$ cat src/rtl/rsc_encoder_pkg.sv
// Shared types and helpers for the RSC encoder.
//   - FSM state and output-mode enums
//   - LTE default generator polynomials (13/15 octal, MSB = D^0)
//   - taps_of: turns a K-bit polynomial into a tap vector indexed by delay
//   - rsc_step: one trellis step, returning (a, p, fb)
package rsc_pkg;

  localparam int MAX_K = 8;

  localparam logic [3:0] LTE_G_FB = 4'b1011;
  localparam logic [3:0] LTE_G_FF = 4'b1101;

  typedef enum logic [1:0] {ST_IDLE, ST_DATA, ST_TAIL} rsc_state_e;
  typedef enum logic {MODE_SYS_PAR = 1'b0, MODE_PAR_ONLY = 1'b1} rsc_mode_e;

  typedef struct packed {
    logic a;
    logic p;
    logic fb;
  } rsc_step_t;

  // Bit j of the result is the coefficient of D^j (bit 0 = D^0). The input is
  // zero-extended with D^0 at bit k-1, so a bit reversal plus a right shift
  // lines it up without any out-of-range indexing.
  function automatic logic [MAX_K-1:0] taps_of(input logic [MAX_K-1:0] g, input int k);
    logic [MAX_K-1:0] rev;
    for (int i = 0; i < MAX_K; i++) rev[i] = g[MAX_K-1-i];
    return rev >> (MAX_K - k);
  endfunction

  // r[j] is the feedback value delayed j steps; unused high delays are zero.
  // On a tail step the input is replaced by fb so the register input a is 0.
  function automatic rsc_step_t rsc_step(input logic u, input logic tail,
                                         input logic [MAX_K-1:1] r,
                                         input logic [MAX_K-1:1] fb_taps,
                                         input logic [MAX_K-1:0] ff_taps);
    rsc_step_t s;
    s.fb = ^(fb_taps & r);
    s.a  = (tail ? s.fb : u) ^ s.fb;
    s.p  = (ff_taps[0] & s.a) ^ (^(ff_taps[MAX_K-1:1] & r));
    return s;
  endfunction

endpackage

$ cat src/rtl/rsc_encoder_if.sv
// Single-bit valid/ready stream with an end-of-frame marker.
//   valid/data/last : producer -> consumer
//   ready           : consumer -> producer
interface rsc_encoder_if;
  logic valid;
  logic ready;
  logic data;
  logic last;

  modport master (output valid, data, last, input ready);
  modport slave  (input valid, data, last, output ready);
endinterface

$ cat src/rtl/rsc_encoder_out_slot.sv
// Two-entry output serializer. A load writes one or two bits; bit 0 is sent
// first and the slot shifts down on each accepted output.
//   clk, rst            : clock, synchronous active-high reset
//   load/load_two       : write 1 or 2 bits this cycle (only while free)
//   load_data/load_last : bits to send, and whether the last of them ends the frame
//   free                : slot can take a load this cycle
//   nonempty            : slot holds at least one bit
//   out_if              : serial output stream
module rsc_out_slot (
  input  logic          clk,
  input  logic          rst,
  input  logic          load,
  input  logic          load_two,
  input  logic          load_last,
  input  logic [1:0]    load_data,
  output logic          free,
  output logic          nonempty,
  rsc_encoder_if.master out_if
);

  logic [1:0] data_q, data_d;
  logic [1:0] last_q, last_d;
  logic [1:0] cnt_q, cnt_d;
  logic       drain;

  always_comb begin
    drain    = (cnt_q != 2'd0) && out_if.ready;
    // A single remaining bit that leaves this cycle frees the slot in time.
    free     = (cnt_q == 2'd0) || ((cnt_q == 2'd1) && out_if.ready);
    nonempty = (cnt_q != 2'd0);
    data_d   = data_q;
    last_d   = last_q;
    cnt_d    = cnt_q;
    if (drain) begin
      data_d = {1'b0, data_q[1]};
      last_d = {1'b0, last_q[1]};
      cnt_d  = cnt_q - 2'd1;
    end
    if (load) begin
      data_d = load_data;
      last_d = load_two ? {load_last, 1'b0} : {1'b0, load_last};
      cnt_d  = load_two ? 2'd2 : 2'd1;
    end
    out_if.valid = nonempty;
    out_if.data  = data_q[0];
    out_if.last  = last_q[0];
  end

  always_ff @(posedge clk) begin
    if (rst) begin
      data_q <= '0;
      last_q <= '0;
      cnt_q  <= '0;
    end else begin
      data_q <= data_d;
      last_q <= last_d;
      cnt_q  <= cnt_d;
    end
  end

endmodule

$ cat src/rtl/rsc_encoder.sv
// Recursive systematic convolutional encoder with trellis termination.
//   clk, rst : clock, synchronous active-high reset
//   mode     : 0 = systematic+parity, 1 = parity only (taken on a frame's first bit)
//   in_if    : information bits in (data = u, last = final bit of frame)
//   out_if   : serial coded bits out (last = final tail parity bit)
//   busy     : frame in progress or output still pending
module rsc_encoder import rsc_pkg::*; #(
  parameter int           K    = 4,
  parameter logic [K-1:0] G_FB = LTE_G_FB,
  parameter logic [K-1:0] G_FF = LTE_G_FF
) (
  input  logic          clk,
  input  logic          rst,
  input  logic          mode,
  rsc_encoder_if.slave  in_if,
  rsc_encoder_if.master out_if,
  output logic          busy
);

  localparam int M  = K - 1;
  localparam int CW = $clog2(K);
  localparam logic [MAX_K-1:0] FB_TAPS = taps_of(MAX_K'(G_FB), K);
  localparam logic [MAX_K-1:0] FF_TAPS = taps_of(MAX_K'(G_FF), K);

  if (K < 3 || K > MAX_K) begin : g_bad_k
    $error("rsc_encoder: K=%0d outside 3..8", K);
  end
  if (G_FB[K-1] != 1'b1) begin : g_bad_fb
    $error("rsc_encoder: G_FB D^0 coefficient must be 1");
  end

  rsc_state_e     state_q, state_d;
  rsc_mode_e      mode_q, mode_d, mode_eff;
  logic [M:1]     r_q, r_d;
  logic [CW-1:0]  tcnt_q, tcnt_d;
  logic [MAX_K-1:1] r_ext;
  rsc_step_t      st;
  logic           accept, tail_step;
  logic           slot_free, slot_busy;
  logic           load, load_two, load_last;
  logic [1:0]     load_data;

  always_comb begin
    r_ext      = '0;
    r_ext[M:1] = r_q;
    // The first bit of a frame uses the live mode pin; later bits the latched one.
    mode_eff   = (state_q == ST_IDLE) ? rsc_mode_e'(mode) : mode_q;
    in_if.ready = !rst && (state_q != ST_TAIL) && slot_free;
    accept      = in_if.valid && in_if.ready;
    tail_step   = !rst && (state_q == ST_TAIL) && slot_free;
    st = rsc_step(in_if.data, tail_step, r_ext, FB_TAPS[MAX_K-1:1], FF_TAPS);

    state_d   = state_q;
    mode_d    = mode_q;
    r_d       = r_q;
    tcnt_d    = tcnt_q;
    load      = 1'b0;
    load_two  = 1'b0;
    load_last = 1'b0;
    load_data = 2'b00;

    if (accept) begin
      r_d  = {r_q[M-1:1], st.a};
      load = 1'b1;
      if (mode_eff == MODE_PAR_ONLY) begin
        load_data = {1'b0, st.p};
      end else begin
        load_two  = 1'b1;
        load_data = {st.p, in_if.data};
      end
      if (state_q == ST_IDLE) mode_d = mode_eff;
      if (in_if.last) begin
        state_d = ST_TAIL;
        tcnt_d  = CW'(M);
      end else begin
        state_d = ST_DATA;
      end
    end else if (tail_step) begin
      // Tail input equals fb, so a = 0 and M steps flush the register.
      r_d       = {r_q[M-1:1], st.a};
      load      = 1'b1;
      load_two  = 1'b1;
      load_data = {st.p, st.fb};
      load_last = (tcnt_q == CW'(1));
      tcnt_d    = tcnt_q - CW'(1);
      // Leave TAIL as soon as the final step is loaded so the next frame can
      // be accepted while that step drains; busy stays high via the slot.
      if (tcnt_q == CW'(1)) state_d = ST_IDLE;
    end

    busy = (state_q != ST_IDLE) || slot_busy;
  end

  always_ff @(posedge clk) begin
    if (rst) begin
      state_q <= ST_IDLE;
      mode_q  <= MODE_SYS_PAR;
      r_q     <= '0;
      tcnt_q  <= '0;
    end else begin
      state_q <= state_d;
      mode_q  <= mode_d;
      r_q     <= r_d;
      tcnt_q  <= tcnt_d;
    end
  end

  rsc_out_slot u_slot (
    .clk       (clk),
    .rst       (rst),
    .load      (load),
    .load_two  (load_two),
    .load_last (load_last),
    .load_data (load_data),
    .free      (slot_free),
    .nonempty  (slot_busy),
    .out_if    (out_if)
  );

endmodule

$ cat src/flat_wrapper.sv
// flat-port wrapper written by rule: the top's interface ports become plain ports
module rsc_encoder_flat import rsc_pkg::*;
#(
  parameter int           K    = 4,
  parameter logic [K-1:0] G_FB = LTE_G_FB,
  parameter logic [K-1:0] G_FF = LTE_G_FF
)
  (clk, rst, mode, busy, in_if_valid, in_if_data, in_if_last, in_if_ready, out_if_valid, out_if_data, out_if_last, out_if_ready);
  rsc_encoder_if in_if_i ();
  rsc_encoder_if out_if_i ();
  input  logic clk;
  input  logic rst;
  input  logic mode;
  output logic busy;
  input wire logic [$bits(in_if_i.valid)-1:0] in_if_valid;
  input wire logic [$bits(in_if_i.data)-1:0] in_if_data;
  input wire logic [$bits(in_if_i.last)-1:0] in_if_last;
  output wire logic [$bits(in_if_i.ready)-1:0] in_if_ready;
  output wire logic [$bits(out_if_i.valid)-1:0] out_if_valid;
  output wire logic [$bits(out_if_i.data)-1:0] out_if_data;
  output wire logic [$bits(out_if_i.last)-1:0] out_if_last;
  input wire logic [$bits(out_if_i.ready)-1:0] out_if_ready;
  assign in_if_i.valid = in_if_valid;
  assign in_if_i.data = in_if_data;
  assign in_if_i.last = in_if_last;
  assign in_if_ready = in_if_i.ready;
  assign out_if_valid = out_if_i.valid;
  assign out_if_data = out_if_i.data;
  assign out_if_last = out_if_i.last;
  assign out_if_i.ready = out_if_ready;
  rsc_encoder #(.K(K), .G_FB(G_FB), .G_FF(G_FF)) u_core (.clk(clk), .rst(rst), .mode(mode), .in_if(in_if_i), .out_if(out_if_i), .busy(busy));
endmodule
$ cat config.mk
export PLATFORM = sky130hd
export DESIGN_NAME = rsc_encoder_flat
export DESIGN_NICKNAME = d
export VERILOG_FILES = /design/src/rtl/rsc_encoder_pkg.sv /design/src/rtl/rsc_encoder_if.sv /design/src/rtl/rsc_encoder_out_slot.sv /design/src/rtl/rsc_encoder.sv /design/src/flat_wrapper.sv
export SDC_FILE = /design/constraint.sdc
export NUM_CORES = 1
export LEC_CHECK = 0
export ABC_CLOCK_PERIOD_IN_PS = 3000
export CAP_MARGIN = 30
export CORE_MARGIN = 2
export CORE_UTILIZATION = 57
export CTS_BUF_LIST = sky130_fd_sc_hd__clkbuf_16
export CTS_CLUSTER_SIZE = 12
export DETAILED_ROUTE_END_ITERATION = 8
export HOLD_SLACK_MARGIN = 0.05
export PLACE_DENSITY = 0.91
export REMOVE_ABC_BUFFERS = 1
export SYNTH_ARGS = -nofsm -noshare
export SYNTH_HDL_FRONTEND = slang
export SYNTH_HIERARCHICAL = 1
export SYNTH_SLANG_ARGS = --single-unit
export TNS_END_PERCENT = 10
$ cat constraint.sdc
create_clock -name clk -period 3 [get_ports clk]
set_input_delay 0.45 -clock clk [delete_from_list [all_inputs] [get_ports clk]]
set_output_delay 0.45 -clock clk [all_outputs]
set_load 0.01 [all_outputs]
Word-level counts from Yosys, hierarchy flattened

Cells that the tools add are included.

$add $sub $neg: 2
Equal/unequal tests: 5
Multiplexer cells: 28
Bitwise gates (word level): 2
Reduce and logical (&&, ||, !) cells: 22

Operators with widths:

| cell                                                 | number |
|---|---|
| 2-to-1 mux 2 bit                                     | 18 |
| parity 7 bit                                         | 2 |
| nonzero test 2 bit                                   | 5 |
| 2-to-1 mux 1 bit                                     | 8 |
| logical AND 1 bit                                    | 7 |
| 2-to-1 mux 3 bit                                     | 2 |
| AND reduction 2 bit                                  | 3 |
| equality test 2 x 1 -> 1 bit (second input constant) | 2 |
| zero test 2 bit                                      | 2 |
| != test 2 bit (second input constant)                | 2 |
| subtractor 2 x 1 -> 2 bit (second input constant)    | 2 |
| equality test 2 bit (second input constant)          | 1 |
| logical OR 1 bit                                     | 2 |
| bitwise XOR 1 bit                                    | 2 |
| zero test 1 bit                                      | 1 |

Bits in registers: 14
Bits of input ports: 7
Output and inout port bits: 5
Logic and storage cells: 66

Logic depth before layout (Yosys ltp)

Depth in word-level cells: 10
Gate-level depth with buffers: 11
Depth with buffers taken out: 11

Hierarchy

Netlist, hierarchy kept.

Modules (own cells, without submodules):

| module       | instances | cells each | area an instance (um^2) | seq. area each (um^2) |
|---|---|---|---|---|
| rsc_encoder  | 1         | 62         | 563.0                   | 160.2 |
| rsc_out_slot | 1         | 38         | 344.1                   | 120.1 |

Worst setup path before layout

No wires, ideal clock.

Path kind: register -> register
Start: register u_core.u_slot.cnt_q[0]
End: register u_core.u_slot.data_q[0]
Library setup time: 115 ps
Arrival: 1687 ps
Required time: 2885 ps
Slack: 1199 ps
Cell stages (with the launch flop): 12
Buffers on the path: 0
Period minus slack after synthesis: 1801 ps
Cells stage by stage: dfxtp_1 inv_1 ha_1 inv_1 nand2_1 nor4bb_4 o22ai_1 o2bb2ai_1 a21o_2 inv_1 a21oi_1 o21a_1

Elaborated cells between the ends (all ways): 19
Classes of those cells: 1 x eq/ne; 7 x mux; 2 x bitwise; 9 x reduce/logical

RTL lines:

| what                                | line                       | source |
|---|---|---|
| start: declaration                  | rsc_encoder_out_slot.sv:23 | `logic [1:0] cnt_q, cnt_d;` |
| start signal: assignment            | rsc_encoder_out_slot.sv:57 | `cnt_q <= cnt_d;` |
| nonzero test 2 bit                  | n/a                        |  |
| via u_core.slot_busy                | rsc_encoder.sv:39          | `logic slot_free, slot_busy;` |
| logical AND 1 bit                   | rsc_encoder_out_slot.sv:27 | `drain = (cnt_q != 2'd0) && out_if.ready;` |
| nonzero test 2 bit (no source line) | n/a                        |  |
| end signal: assignment              | rsc_encoder_out_slot.sv:55 | `data_q <= data_d;` |
| end: declaration                    | rsc_encoder_out_slot.sv:21 | `logic [1:0] data_q, data_d;` |

The timed path passes the listed nets, and every way through them passes these cells.
A chain may end at the register's enable or synchronous reset.

Worst setup path after layout

Start: input out_if_ready
End: output in_if_ready

Cells in the longest elaborated chain, start to end: 3

Ends and longest elaborated chain:

| what                 | line                       | source |
|---|---|---|
| start: declaration   | flat_wrapper.sv:22         | `input wire logic [$bits(out_if_i.ready)-1:0] out_if_ready;` |
| logical AND 1 bit    | rsc_encoder_out_slot.sv:29 | `free = (cnt_q == 2'd0) \|\| ((cnt_q == 2'd1) && out_if.ready);` |
| logical OR 1 bit     | rsc_encoder_out_slot.sv:29 |  |
| via u_core.slot_free | rsc_encoder.sv:39          |  |
| logical AND 1 bit    | rsc_encoder.sv:48          | `in_if.ready = !rst && (state_q != ST_TAIL) && slot_free;` |
| end: declaration     | flat_wrapper.sv:18         | `output wire logic [$bits(in_if_i.ready)-1:0] in_if_ready;` |

The timed path passes the listed nets, and every way through them passes these cells.

==> results.txt <==
Clock latency of the later-clocked register in the worst-skew pair = 0.24 ns
Number of flops mapped to enable cells by yosys = 0
Post-Route M1 WL = 838 microns
Class of the most critical hold timing path = reg2reg
CTS buffer count = 3
Setup bufs post-CTS = 0
Number of antenna violations at the first check in global routing = 0
Filler-free cell count of the finished design = 128
Final Critical Period = 2.37 ns
Wire length per cell after detailed routing = 14.5 microns
IR Drop Worst-Case VDD = 0.415 mV
Num rows = 14
TNS Setup = 0 ns
Most frequent cell after synthesis = sky130_fd_sc_hd__dfxtp_1
Max Freq = 0.421 GHz
RSZ-0062 raised after global routing = no
Maximum number of buffers from clock root to sink = 2
Antenna Cells = 0
Number of hold buffers added after cts = 0
Number of search-and-repair iterations in the first detailed-routing pass = 4
Congestion Overflow GR = 0
Startpoint type of the worst setup path = input port
Leakage dissipation = 0.436 nW
Height of the chip = 43.9 microns
Fraction of layout cells with a size suffix above 1 = 0.143
Endpoint kind of the worst setup timing path = primary output
Final GP Congestion = 0.904
Run status = completed
Asr flop ratio synth = 0
Fraction of the yosys area taken by sequential cells = 0.309
Core region area = 0.00151 sq mm
Hold path startpoint = u_core/mode_q
Met2 WL = 899 microns
Area share of the largest cell type after synthesis = 0.309
Via count of the first global-routing pass = 685
Total placed cells including tap cells = 124
Arrival time reported for the critical path endpoint = 1.92 ns
Number of gates given a new drive strength after cts = 0
Required time of the worst setup path = 2.55 ns
DR top layer = met4
Max_slew headroom = 0.642
Total of flip-flops plus latches after synthesis = 14
Die extent in x = 43.9 microns
Worst setup skew after layout = 0.00310 ns
Met3 WL post-DR = 81 microns
Post-detailed-placement half-perimeter wirelength = 1.29 mm
Launch point of the critical path = out_if_ready
Number of max-cap violations = 0
Area share of xor/xnor cells in the synthesized design = 0.0579
Synthesized instance count = 100
Number of buffer cells added on primary ports = 11
Multiplexer fraction of the synthesized cell area = 0.0772
Vias after detailed routing = 746
First-pass GRT wire length = 2.99 mm
Simple-gate portion of the synthesized area = 0.291
Average vias per placed instance = 5.83
Fin crit share = 0.791
Area contributors post-synth = sky130_fd_sc_hd__dfxtp_1 31%, sky130_fd_sc_hd__mux2i_1 4.4%, sky130_fd_sc_hd__ha_1 4.1%
Post-route ant nets = 0
Start of the worst register-to-register path = u_core/u_slot/cnt_q[0]
Dominant combinational cell family by area after synthesis = simple AND/OR/NAND/NOR gates
Ys Warns = 6
Final Net Count = 123
Post-synthesis to final-layout area growth = 20.6%
TritonCTS clock tree = yes
Ys flop type = sky130_fd_sc_hd__dfxtp_1
Final hold slack = 0.490 ns
Post-synthesis average cell area = 9.07 sq um
Io pins = 12
Type of the worst setup path = in2out
Final Hold Viols = 0
Share of synthesized cell area in full adder, half adder and majority cells = 0.0414
Sink count of the clock tree = 14
# setup viols final = 0
Number of DRC violations after detailed routing = 0
Routed wire length = 1.86 mm
Total power per unit cell area = 649 mW/mm^2
Drt initial violations = 8
Largest fanout of any net on the critical path = 3
Cell taking the most area after synthesis = sky130_fd_sc_hd__dfxtp_1
Floorplan die area = 0.00193 sq mm
Commonest cells in the netlist = 14 x sky130_fd_sc_hd__dfxtp_1, 8 x sky130_fd_sc_hd__nand2_1, 7 x sky130_fd_sc_hd__a21oi_1, 7 x sky130_fd_sc_hd__nor2_1, 6 x sky130_fd_sc_hd__inv_1
Clock root buffer = sky130_fd_sc_hd__clkbuf_16
Overall global routing resource usage = 0.219
Final Util = 0.726
Maximum number of pins on one net before global-route repair = 14
Measured slew at the worst slew-check pin = 0.532 ns
Clock slew at reported path FFs = 0.05 ns
Post-synth design cell area = 907 sq um
Number of levels in the clock H-tree = 1
Unique masters post-synth = 37
Count of fill cells added during filler insertion = 119
Fraction of the mapped netlist area in compound gates = 0.157
Slew Viols, Final = 0
Initial Util = 0.602
metal layers:
| metal | track usage | up-vias |
|---|---|---|
| li1 | - | 371 |
| met1 | 0.249 | 353 |
| met2 | 0.368 | 18 |
| met3 | 0.0500 | 4 |
| met4 | 0.133 | 0 |
| met5 | 0 | - |
cell families after synthesis:
kind of cell	count (synthesis)
buffers and inverters	11
DFF	14
AOI/OAI and AO/OA	21
and+or+nand+nor	39
adders and majority gates	3
xor gates and xnor gates	6
muxes	6
layout make-up:
class	instances	area, sq um	share of cell area
inverter	6	22.5	0.0206
sequential	14	280	0.256
tap	16	20.0	0.0183
clock inverter	1	3.75	0.00343
clock buffer	3	75.1	0.0686
timing repair buffer	13	125	0.114
multi-input combinational	75	567	0.518
critical path: stages:
cell	delay (ns)
sky130_fd_sc_hd__clkdlybuf4s50_1	0.52
sky130_fd_sc_hd__nand2_1	0.07
sky130_fd_sc_hd__nand2_1	0.16
sky130_fd_sc_hd__nand2b_4	0.09
sky130_fd_sc_hd__nor2_1	0.08
sky130_fd_sc_hd__clkdlybuf4s50_1	0.54
worst paths after layout:
check | cells past startpoint | slack (ns) | to
worst max-delay path | 6 | 0.63 | in_if_ready
worst min-delay path | 2 | 0.49 | u_core/mode_q
worst max register to register | 11 | 0.96 | u_core/u_slot/data_q[0]
worst min register to register | 2 | 0.49 | u_core/mode_q
state kept, by name (all words and copies together) (netlist names):
signal	cells
u_core/u_slot/cnt_q	2
u_core/r_q	3
u_core/tcnt_q	2
u_core/u_slot/data_q	2
u_core/state_q	2
u_core/u_slot/last_q	2
u_core/mode_q	1
through the flow:
stage | total power, mW | setup WS [ns] | instance area (sq um)
6_report | 0.710 | 0.626 | 1090
5_1_grt | 0.744 | 0.564 | 1090
4_1_cts | 0.710 | 0.626 | 1090
3_5_place_dp | 0.455 | 0.550 | 1010
3_3_place_gp | 0.447 | 0.653 | 1010
2_1_floorplan | 0.374 | 1.03 | 870
power breakdown:
group	switching [mW]	internal [mW]	leakage [nW]
registers	0.0183	0.206	0.114
clock network	0.0777	0.176	0.0385
logic	0.109	0.122	0.284
total	0.205	0.505	0.436
layout by cell type (no fill, tap or decap), drive strengths merged:
cell and count:
a311oi 1, dfxtp 14, o2bb2ai 1, nand3 2
xor2 2, clkbuf 3, nor3b 3, nand2 9
a21oi 7, o21a 4, nor2b 2, a211oi 2
inv 6, o22ai 2, and2 1, a21o 1
nor2 7, nand2b 6, nor4bb 1, xnor2 4
nand3b 3, buf 2, ha 3, or3b 1
clkdlybuf4s50 11, nor3 1, o21ai 1, mux2 2
a31oi 2, nor4b 1, or3 2, mux2i 4
clkinv 1
Power figures use the tool's default switching activity.
